$ cat config.mk
export PLATFORM = sky130hd
export DESIGN_NAME = link_word_aligner_flat
export DESIGN_NICKNAME = d
export VERILOG_FILES = /design/src/rtl/link_word_aligner_if.sv /design/src/rtl/link_word_aligner.sv /design/src/flat_wrapper.sv
export SDC_FILE = /design/constraint.sdc
export NUM_CORES = 1
export LEC_CHECK = 0
export BUFFER_PORTS_ARGS = -buffer_cell sky130_fd_sc_hd__clkbuf_2
export CAP_MARGIN = 0
export CORE_MARGIN = 1
export CORE_UTILIZATION = 54
export CTS_CLUSTER_DIAMETER = 50
export DETAILED_ROUTE_END_ITERATION = 10
export HOLD_SLACK_MARGIN = 0.12
export PLACE_DENSITY = 0.69
export SYNTH_ARGS = -nofsm -noshare
export SYNTH_HDL_FRONTEND = slang
export SYNTH_SLANG_ARGS = --single-unit
$ cat constraint.sdc
create_clock -name clk40 -period 3.65 [get_ports clk40]
set_input_delay 0.73 -clock clk40 [delete_from_list [all_inputs] [get_ports clk40]]
set_output_delay 0.73 -clock clk40 [all_outputs]
set_load 0.01 [all_outputs]
$ cat src/rtl/link_word_aligner_if.sv
// Word-aligner bus: unaligned deserializer words in, aligned words and lock status out.
// master drives the raw stream and control inputs; slave is the aligner itself.
interface link_word_aligner_if;
  logic [31:0] raw_word;
  logic [31:0] align_pattern;
  logic        link_reset_request;
  logic [31:0] data_out;
  logic        link_aligned;
  logic [4:0]  offset_out;
  logic [7:0]  link_aligned_count;
  logic [7:0]  link_error_count;

  modport master (
    output raw_word, align_pattern, link_reset_request,
    input  data_out, link_aligned, offset_out, link_aligned_count, link_error_count
  );

  modport slave (
    input  raw_word, align_pattern, link_reset_request,
    output data_out, link_aligned, offset_out, link_aligned_count, link_error_count
  );
endinterface

$ cat src/rtl/link_word_aligner.sv
// Searches all 32 bit offsets of a free-running word stream for the idle pattern,
// locks after LOCK_COUNT confirmations and delivers aligned words; re-searches on slips.
module link_word_aligner #(
  parameter int LOCK_COUNT = 8,
  parameter int ERR_LIMIT  = 4
) (
  input  logic               clk40,
  input  logic               rstb,
  link_word_aligner_if.slave bus
);

  typedef enum logic [1:0] {SEARCH, CONFIRM, ALIGNED} state_t;

  localparam logic [7:0] LOCK_C = 8'(LOCK_COUNT);
  localparam logic [7:0] ERR_C  = 8'(ERR_LIMIT);

  state_t      state_q, state_d;
  logic [31:0] prev_word_q, prev_word_d;
  logic [31:0] data_out_q, data_out_d;
  logic [4:0]  offset_q, offset_d;
  logic [7:0]  match_cnt_q, match_cnt_d;
  logic [7:0]  err_run_q, err_run_d;
  logic [7:0]  aligned_cnt_q, aligned_cnt_d;
  logic [7:0]  err_cnt_q, err_cnt_d;
  logic        link_aligned_q, link_aligned_d;

  logic [63:0] window;
  logic [31:0] cand [32];
  logic [31:0] match;
  logic        any_match;
  logic [4:0]  first_k;
  logic [7:0]  cnt_inc;
  logic [7:0]  run_inc;

  function automatic logic [7:0] sat_inc(input logic [7:0] v);
    return (v == 8'hFF) ? v : v + 8'd1;
  endfunction

  // Candidate k starts k bits into the window, so k = 0 is the previous word.
  assign window = {prev_word_q, bus.raw_word};

  always_comb begin
    for (int k = 0; k < 32; k++) begin
      cand[k]  = window[63-k -: 32];
      match[k] = (cand[k] == bus.align_pattern);
    end
  end

  assign any_match = |match;
  assign cnt_inc   = match_cnt_q + 8'd1;
  assign run_inc   = err_run_q + 8'd1;

  always_comb begin
    first_k = '0;
    for (int k = 31; k >= 0; k--) begin
      if (match[k]) first_k = 5'(k);
    end
  end

  always_comb begin
    state_d       = state_q;
    prev_word_d   = bus.raw_word;
    data_out_d    = cand[offset_q];
    offset_d      = offset_q;
    match_cnt_d   = match_cnt_q;
    err_run_d     = err_run_q;
    aligned_cnt_d = aligned_cnt_q;
    err_cnt_d     = err_cnt_q;

    case (state_q)
      SEARCH: begin
        if (any_match) begin
          offset_d    = first_k;
          match_cnt_d = 8'd1;
          state_d     = CONFIRM;
        end
      end
      CONFIRM: begin
        if (match[offset_q]) begin
          match_cnt_d = cnt_inc;
          if (cnt_inc == LOCK_C) begin
            state_d       = ALIGNED;
            aligned_cnt_d = sat_inc(aligned_cnt_q);
          end
        end else begin
          state_d     = SEARCH;
          match_cnt_d = 8'd0;
        end
      end
      ALIGNED: begin
        // Payload words match nowhere; only a match at a different offset is a slip.
        if (match[offset_q] || !any_match) begin
          err_run_d = 8'd0;
        end else begin
          err_cnt_d = sat_inc(err_cnt_q);
          if (run_inc == ERR_C) begin
            state_d     = SEARCH;
            err_run_d   = 8'd0;
            match_cnt_d = 8'd0;
          end else begin
            err_run_d = run_inc;
          end
        end
      end
      default: state_d = SEARCH;
    endcase

    if (bus.link_reset_request) begin
      state_d       = SEARCH;
      offset_d      = offset_q;
      match_cnt_d   = 8'd0;
      err_run_d     = 8'd0;
      err_cnt_d     = 8'd0;
      aligned_cnt_d = aligned_cnt_q;
    end

    link_aligned_d = (state_d == ALIGNED);
  end

  always_ff @(posedge clk40 or negedge rstb) begin
    if (!rstb) begin
      state_q        <= SEARCH;
      prev_word_q    <= '0;
      data_out_q     <= '0;
      offset_q       <= '0;
      match_cnt_q    <= '0;
      err_run_q      <= '0;
      aligned_cnt_q  <= '0;
      err_cnt_q      <= '0;
      link_aligned_q <= 1'b0;
    end else begin
      state_q        <= state_d;
      prev_word_q    <= prev_word_d;
      data_out_q     <= data_out_d;
      offset_q       <= offset_d;
      match_cnt_q    <= match_cnt_d;
      err_run_q      <= err_run_d;
      aligned_cnt_q  <= aligned_cnt_d;
      err_cnt_q      <= err_cnt_d;
      link_aligned_q <= link_aligned_d;
    end
  end

  assign bus.data_out           = data_out_q;
  assign bus.link_aligned       = link_aligned_q;
  assign bus.offset_out         = offset_q;
  assign bus.link_aligned_count = aligned_cnt_q;
  assign bus.link_error_count   = err_cnt_q;

endmodule

$ cat src/flat_wrapper.sv
// flat-port wrapper written by rule: the top's interface ports become plain ports
module link_word_aligner_flat 
#(
  parameter int LOCK_COUNT = 8,
  parameter int ERR_LIMIT  = 4
)
  (clk40, rstb, bus_raw_word, bus_align_pattern, bus_link_reset_request, bus_data_out, bus_link_aligned, bus_offset_out, bus_link_aligned_count, bus_link_error_count);
  link_word_aligner_if bus_i ();
  input  logic clk40;
  input  logic rstb;
  input wire logic [$bits(bus_i.raw_word)-1:0] bus_raw_word;
  input wire logic [$bits(bus_i.align_pattern)-1:0] bus_align_pattern;
  input wire logic [$bits(bus_i.link_reset_request)-1:0] bus_link_reset_request;
  output wire logic [$bits(bus_i.data_out)-1:0] bus_data_out;
  output wire logic [$bits(bus_i.link_aligned)-1:0] bus_link_aligned;
  output wire logic [$bits(bus_i.offset_out)-1:0] bus_offset_out;
  output wire logic [$bits(bus_i.link_aligned_count)-1:0] bus_link_aligned_count;
  output wire logic [$bits(bus_i.link_error_count)-1:0] bus_link_error_count;
  assign bus_i.raw_word = bus_raw_word;
  assign bus_i.align_pattern = bus_align_pattern;
  assign bus_i.link_reset_request = bus_link_reset_request;
  assign bus_data_out = bus_i.data_out;
  assign bus_link_aligned = bus_i.link_aligned;
  assign bus_offset_out = bus_i.offset_out;
  assign bus_link_aligned_count = bus_i.link_aligned_count;
  assign bus_link_error_count = bus_i.link_error_count;
  link_word_aligner #(.LOCK_COUNT(LOCK_COUNT), .ERR_LIMIT(ERR_LIMIT)) u_core (.clk40(clk40), .rstb(rstb), .bus(bus_i));
endmodule
==> Implementation_results.wiki <==
{| class="wikitable"
! Metric !! Value
|-
| Die footprint || 38100 sq um
|-
| Worst setup path end || u_core.match_cnt_q[2]
|-
| Overall routing resource usage || 48.0%
|-
| CP Data Required Time || 3.96 ns
|-
| First-pass GRT wire length || 135 mm
|-
| FFs w/ async S/R, synth || 100%
|-
| Placed instance area || 24200 sq um
|-
| Worst-case headroom to the max-slew limit || 43.9%
|-
| Logic depth of the worst register-to-register path || 15
|-
| Worst setup skew after layout || 0.0306 ns
|-
| Number of antenna-violating nets in the routed design || 0
|-
| Number of buffers between clock root and the deepest sink || 2
|-
| Number of buffers created by CTS || 9
|-
| Synth Warn # || 0
|-
| Launch point of the worst path || bus_align_pattern[5]
|-
| Total number of vias || 21337
|-
| Synth area leaders || xnor2_1, dfrtp_1, xor2_1
|-
| Total wire length after detailed routing || 93.0 mm
|-
| Most instantiated library cell after synthesis || xnor2_1
|-
| Number of flip-flops and latches in the synthesized netlist || 104
|-
| Sum of negative setup slack || 0 ns
|-
| Capturing point of the worst reg2reg path || u_core.match_cnt_q[2]
|-
| Class of the tightest hold or removal check || input port to async pin
|-
| Detail-routed via count per cell || 6.57
|-
| Critical-path maximum fanout || 11
|-
| WP data arrival || 3.92 ns
|-
| Transition at the pin with the smallest max-transition slack || 0.842 ns
|-
| Antenna violations before repair || 0
|-
| Leak pwr || 9.22 nW
|-
| Proportion of layout cells with a drive suffix above 1 || 27.9%
|-
| Final-report setup violation count || 0
|-
| EDFF count, synth || 0
|-
| Most used standard cells in the synthesized netlist || xnor2_1, nand4_1, nand2_1, xor2_1, buf_2
|-
| Outcome || finished, final reports clean
|-
| Power density over the cells || 201 nW/um^2
|-
| Setup slack of the most critical reg-to-reg path || 0.06 ns
|-
| Tmin final || 3.61 ns
|-
| Signed area change from the synthesized netlist to the final layout || 25.1%
|-
| First-pass DRT Iterations || 6
|-
| Post-synthesis instance area || 20200 sq um
|-
| Area share of the largest cell type after synthesis || 37.3%
|-
| Remaining global-route overflow || 0
|-
| Clock input transition at the sequential cells of the worst setup and hold paths || 0.07 ns
|-
| Average cell area after synthesis || 8.21 sq um
|-
| Endpoint type of the worst setup path || flip-flop
|-
| Clock latency on the worst-skew pair || 0.42 ns
|-
| Gate count of the mapped netlist || 2454
|-
| Final nets || 2850
|-
| Post-synthesis cell type count || 65
|-
| Critical Path Start Type || input port
|-
| IO buf count || 120
|-
| RSZ-0062 raised after global routing || yes
|-
| VDD IR max || 0.000236 V
|-
| Clock tree from TritonCTS || done
|-
| Final critical-path share of the clock period || 98.8%
|-
| Count of pins on the block boundary || 121
|-
| CTS root buf || clkbuf_16
|-
| Row Count || 70
|-
| Share of synthesized area occupied by flip-flops and latches || 12.9%
|-
| Number of max-capacitance violations reported || 0
|-
| Final estimated routing congestion in global placement || 1.07
|-
| Initial core utilization || 54.9%
|-
| Pin count of the biggest net entering global routing || 67
|-
| Max-slew violation total from the final report || 0
|-
| Width of the die || 195 um
|-
| Violation count after the first detailed-route iteration || 2683
|-
| Via count of the first global-routing pass || 21022
|-
| Post-CTS Hold Buffers || 0
|-
| Average detailed-routed wire length per instance || 28.6 um
|-
| Number of H-tree levels || 3
|-
| Worst reg2reg startpoint || u_core.prev_word_q[5]
|-
| Count of clock tree sinks || 104
|-
| Highest achievable clock rate || 277 MHz
|-
| Synth Flop Type || dfrtp_1
|-
| DRC violation count after routing || 0
|-
| Cell type with the largest total area after synthesis || xnor2_1
|-
| Placeable Area || 36700 sq um
|-
| Hold violation total from the final report || 0
|-
| Kind of critical path || input port to flip-flop
|-
| Finished layout cell area || 25200 sq um
|-
| Syn nets || 2529
|-
| Vertical die dimension || 195 um
|-
| Sum of net half-perimeters after detailed placement || 67.7 mm
|}
## metal layers
| metal | vias up | track usage [%] | wire length (um) |
|---|---|---|---|
| met5 | - | 0 | 0 |
| met1 | 9972 | 59.7 | 33800 |
| met4 | 0 | 36.6 | 7990 |
| met3 | 563 | 12.4 | 12500 |
| met2 | 1834 | 71.1 | 38800 |
| li1 | 8968 | - | - |
## how the worst min path moves through the flow
stage                                       end  slack (ns)
2_1_floorplan            u_core.bus.data_out[0]        0.43
3_3_place_gp   u_core.bus.link_aligned_count[6]        0.48
3_5_place_dp   u_core.bus.link_aligned_count[4]        0.48
4_1_cts                   u_core.prev_word_q[0]        0.40
5_1_grt                   u_core.prev_word_q[0]        0.42
6_report                u_core.bus.data_out[30]        0.40
## flip-flops by register name (all words and copies together), names as in the netlist
name                           flops
u_core.err_run_q                   8
u_core.state_q                     2
u_core.match_cnt_q                 8
u_core.bus.data_out               32
u_core.prev_word_q                32
u_core.bus.link_aligned            1
u_core.bus.link_error_count        8
u_core.bus.link_aligned_count      8
u_core.bus.offset_out              5
## final cells by class
type	count	area (sq um)
diodes	1	2.50
clock buffers	10	239
clock inverters	6	50.0
fillers	3027	11500
inverters	10	37.5
multi-input cells	2020	15900
flip-flops and latches	104	2620
well taps	468	586
repair buffers	630	5750
## power breakdown
part           internal (mW)  leakage [nW]  total, mW  switching (mW)
Clock                  0.491         0.141       1.05           0.559
Combinational           1.26          7.79       2.79            1.53
Sequential              1.19          1.28       1.24          0.0479
Total                   2.94          9.22       5.08            2.13
## what timing repair did
action                     4_1_cts  5_1_grt
gates resized for setup          9      139
setup endpoints to repair       16       35
cloned                           0        1
setup buffers                    2        9
pin swaps                        2       31
## critical path, cell delays in order
cell and delay [ns]:
clkbuf_2 0.26, buf_12 0.22, buf_4 0.20, xnor2_1 0.13, nand4_1 0.13, nor4_1 0.30
nand2_1 0.17, and2_1 0.20, nor4bb_1 0.15, and3_4 0.20, nor3_4 0.23, a31oi_4 0.13
buf_6 0.17, or4b_1 0.48, a31oi_1 0.19
## stage by stage
stage                     hold WS (ns)  worst slack (ns)  total power [mW]  utilization [%]  std cells
after floorplan                  0.434            0.0582              2.92                -       2454
after CTS                        0.404          0.000753              4.94             66.9       3238
after detailed placement         0.484            -0.557              3.89             65.9       3220
after global routing             0.419           -0.0729              5.22             68.7       3248
after global placement           0.479            -0.567              3.87             65.9       3220
final                            0.403            0.0426              5.08             68.7       3249
## cells by family after synthesis
kind of cell | Yosys count | synth area share (%)
xor gates and xnor gates | 1039 | 45.1
and+or+nand+nor | 688 | 18.3
buffers and inverters | 330 | 10.2
AOI/OAI and AO/OA | 188 | 6.01
DFF | 104 | 12.9
muxes | 97 | 6.90
adders and majority gates | 8 | 0.497
## layout by cell type (no fill, tap or decap), drive strengths merged, types with 3 or more instances in the layout
| cell | instances |
|---|---|
| mux4 | 32 |
| xnor2 | 858 |
| inv | 11 |
| a21boi | 3 |
| and2 | 7 |
| a31oi | 15 |
| a21oi | 39 |
| or3 | 3 |
| ha | 8 |
| clkbuf | 123 |
| nand2 | 181 |
| xor2 | 181 |
| o211ai | 23 |
| mux2i | 49 |
| nor2b | 8 |
| buf | 517 |
| nand3b | 5 |
| o21bai | 3 |
| nor2 | 71 |
| mux2 | 16 |
| a311oi | 3 |
| o21ai | 54 |
| dfrtp | 104 |
| o31ai | 6 |
| o2111ai | 4 |
| nand4 | 235 |
| a21o | 3 |
| a211oi | 11 |
| nor4 | 102 |
| clkinv | 4 |
| or4 | 7 |
| o311ai | 3 |
| nand3 | 37 |
| or2 | 3 |
| nand2b | 3 |
| nor3 | 11 |
| and3 | 7 |
(Power assumes the default switching activity.)
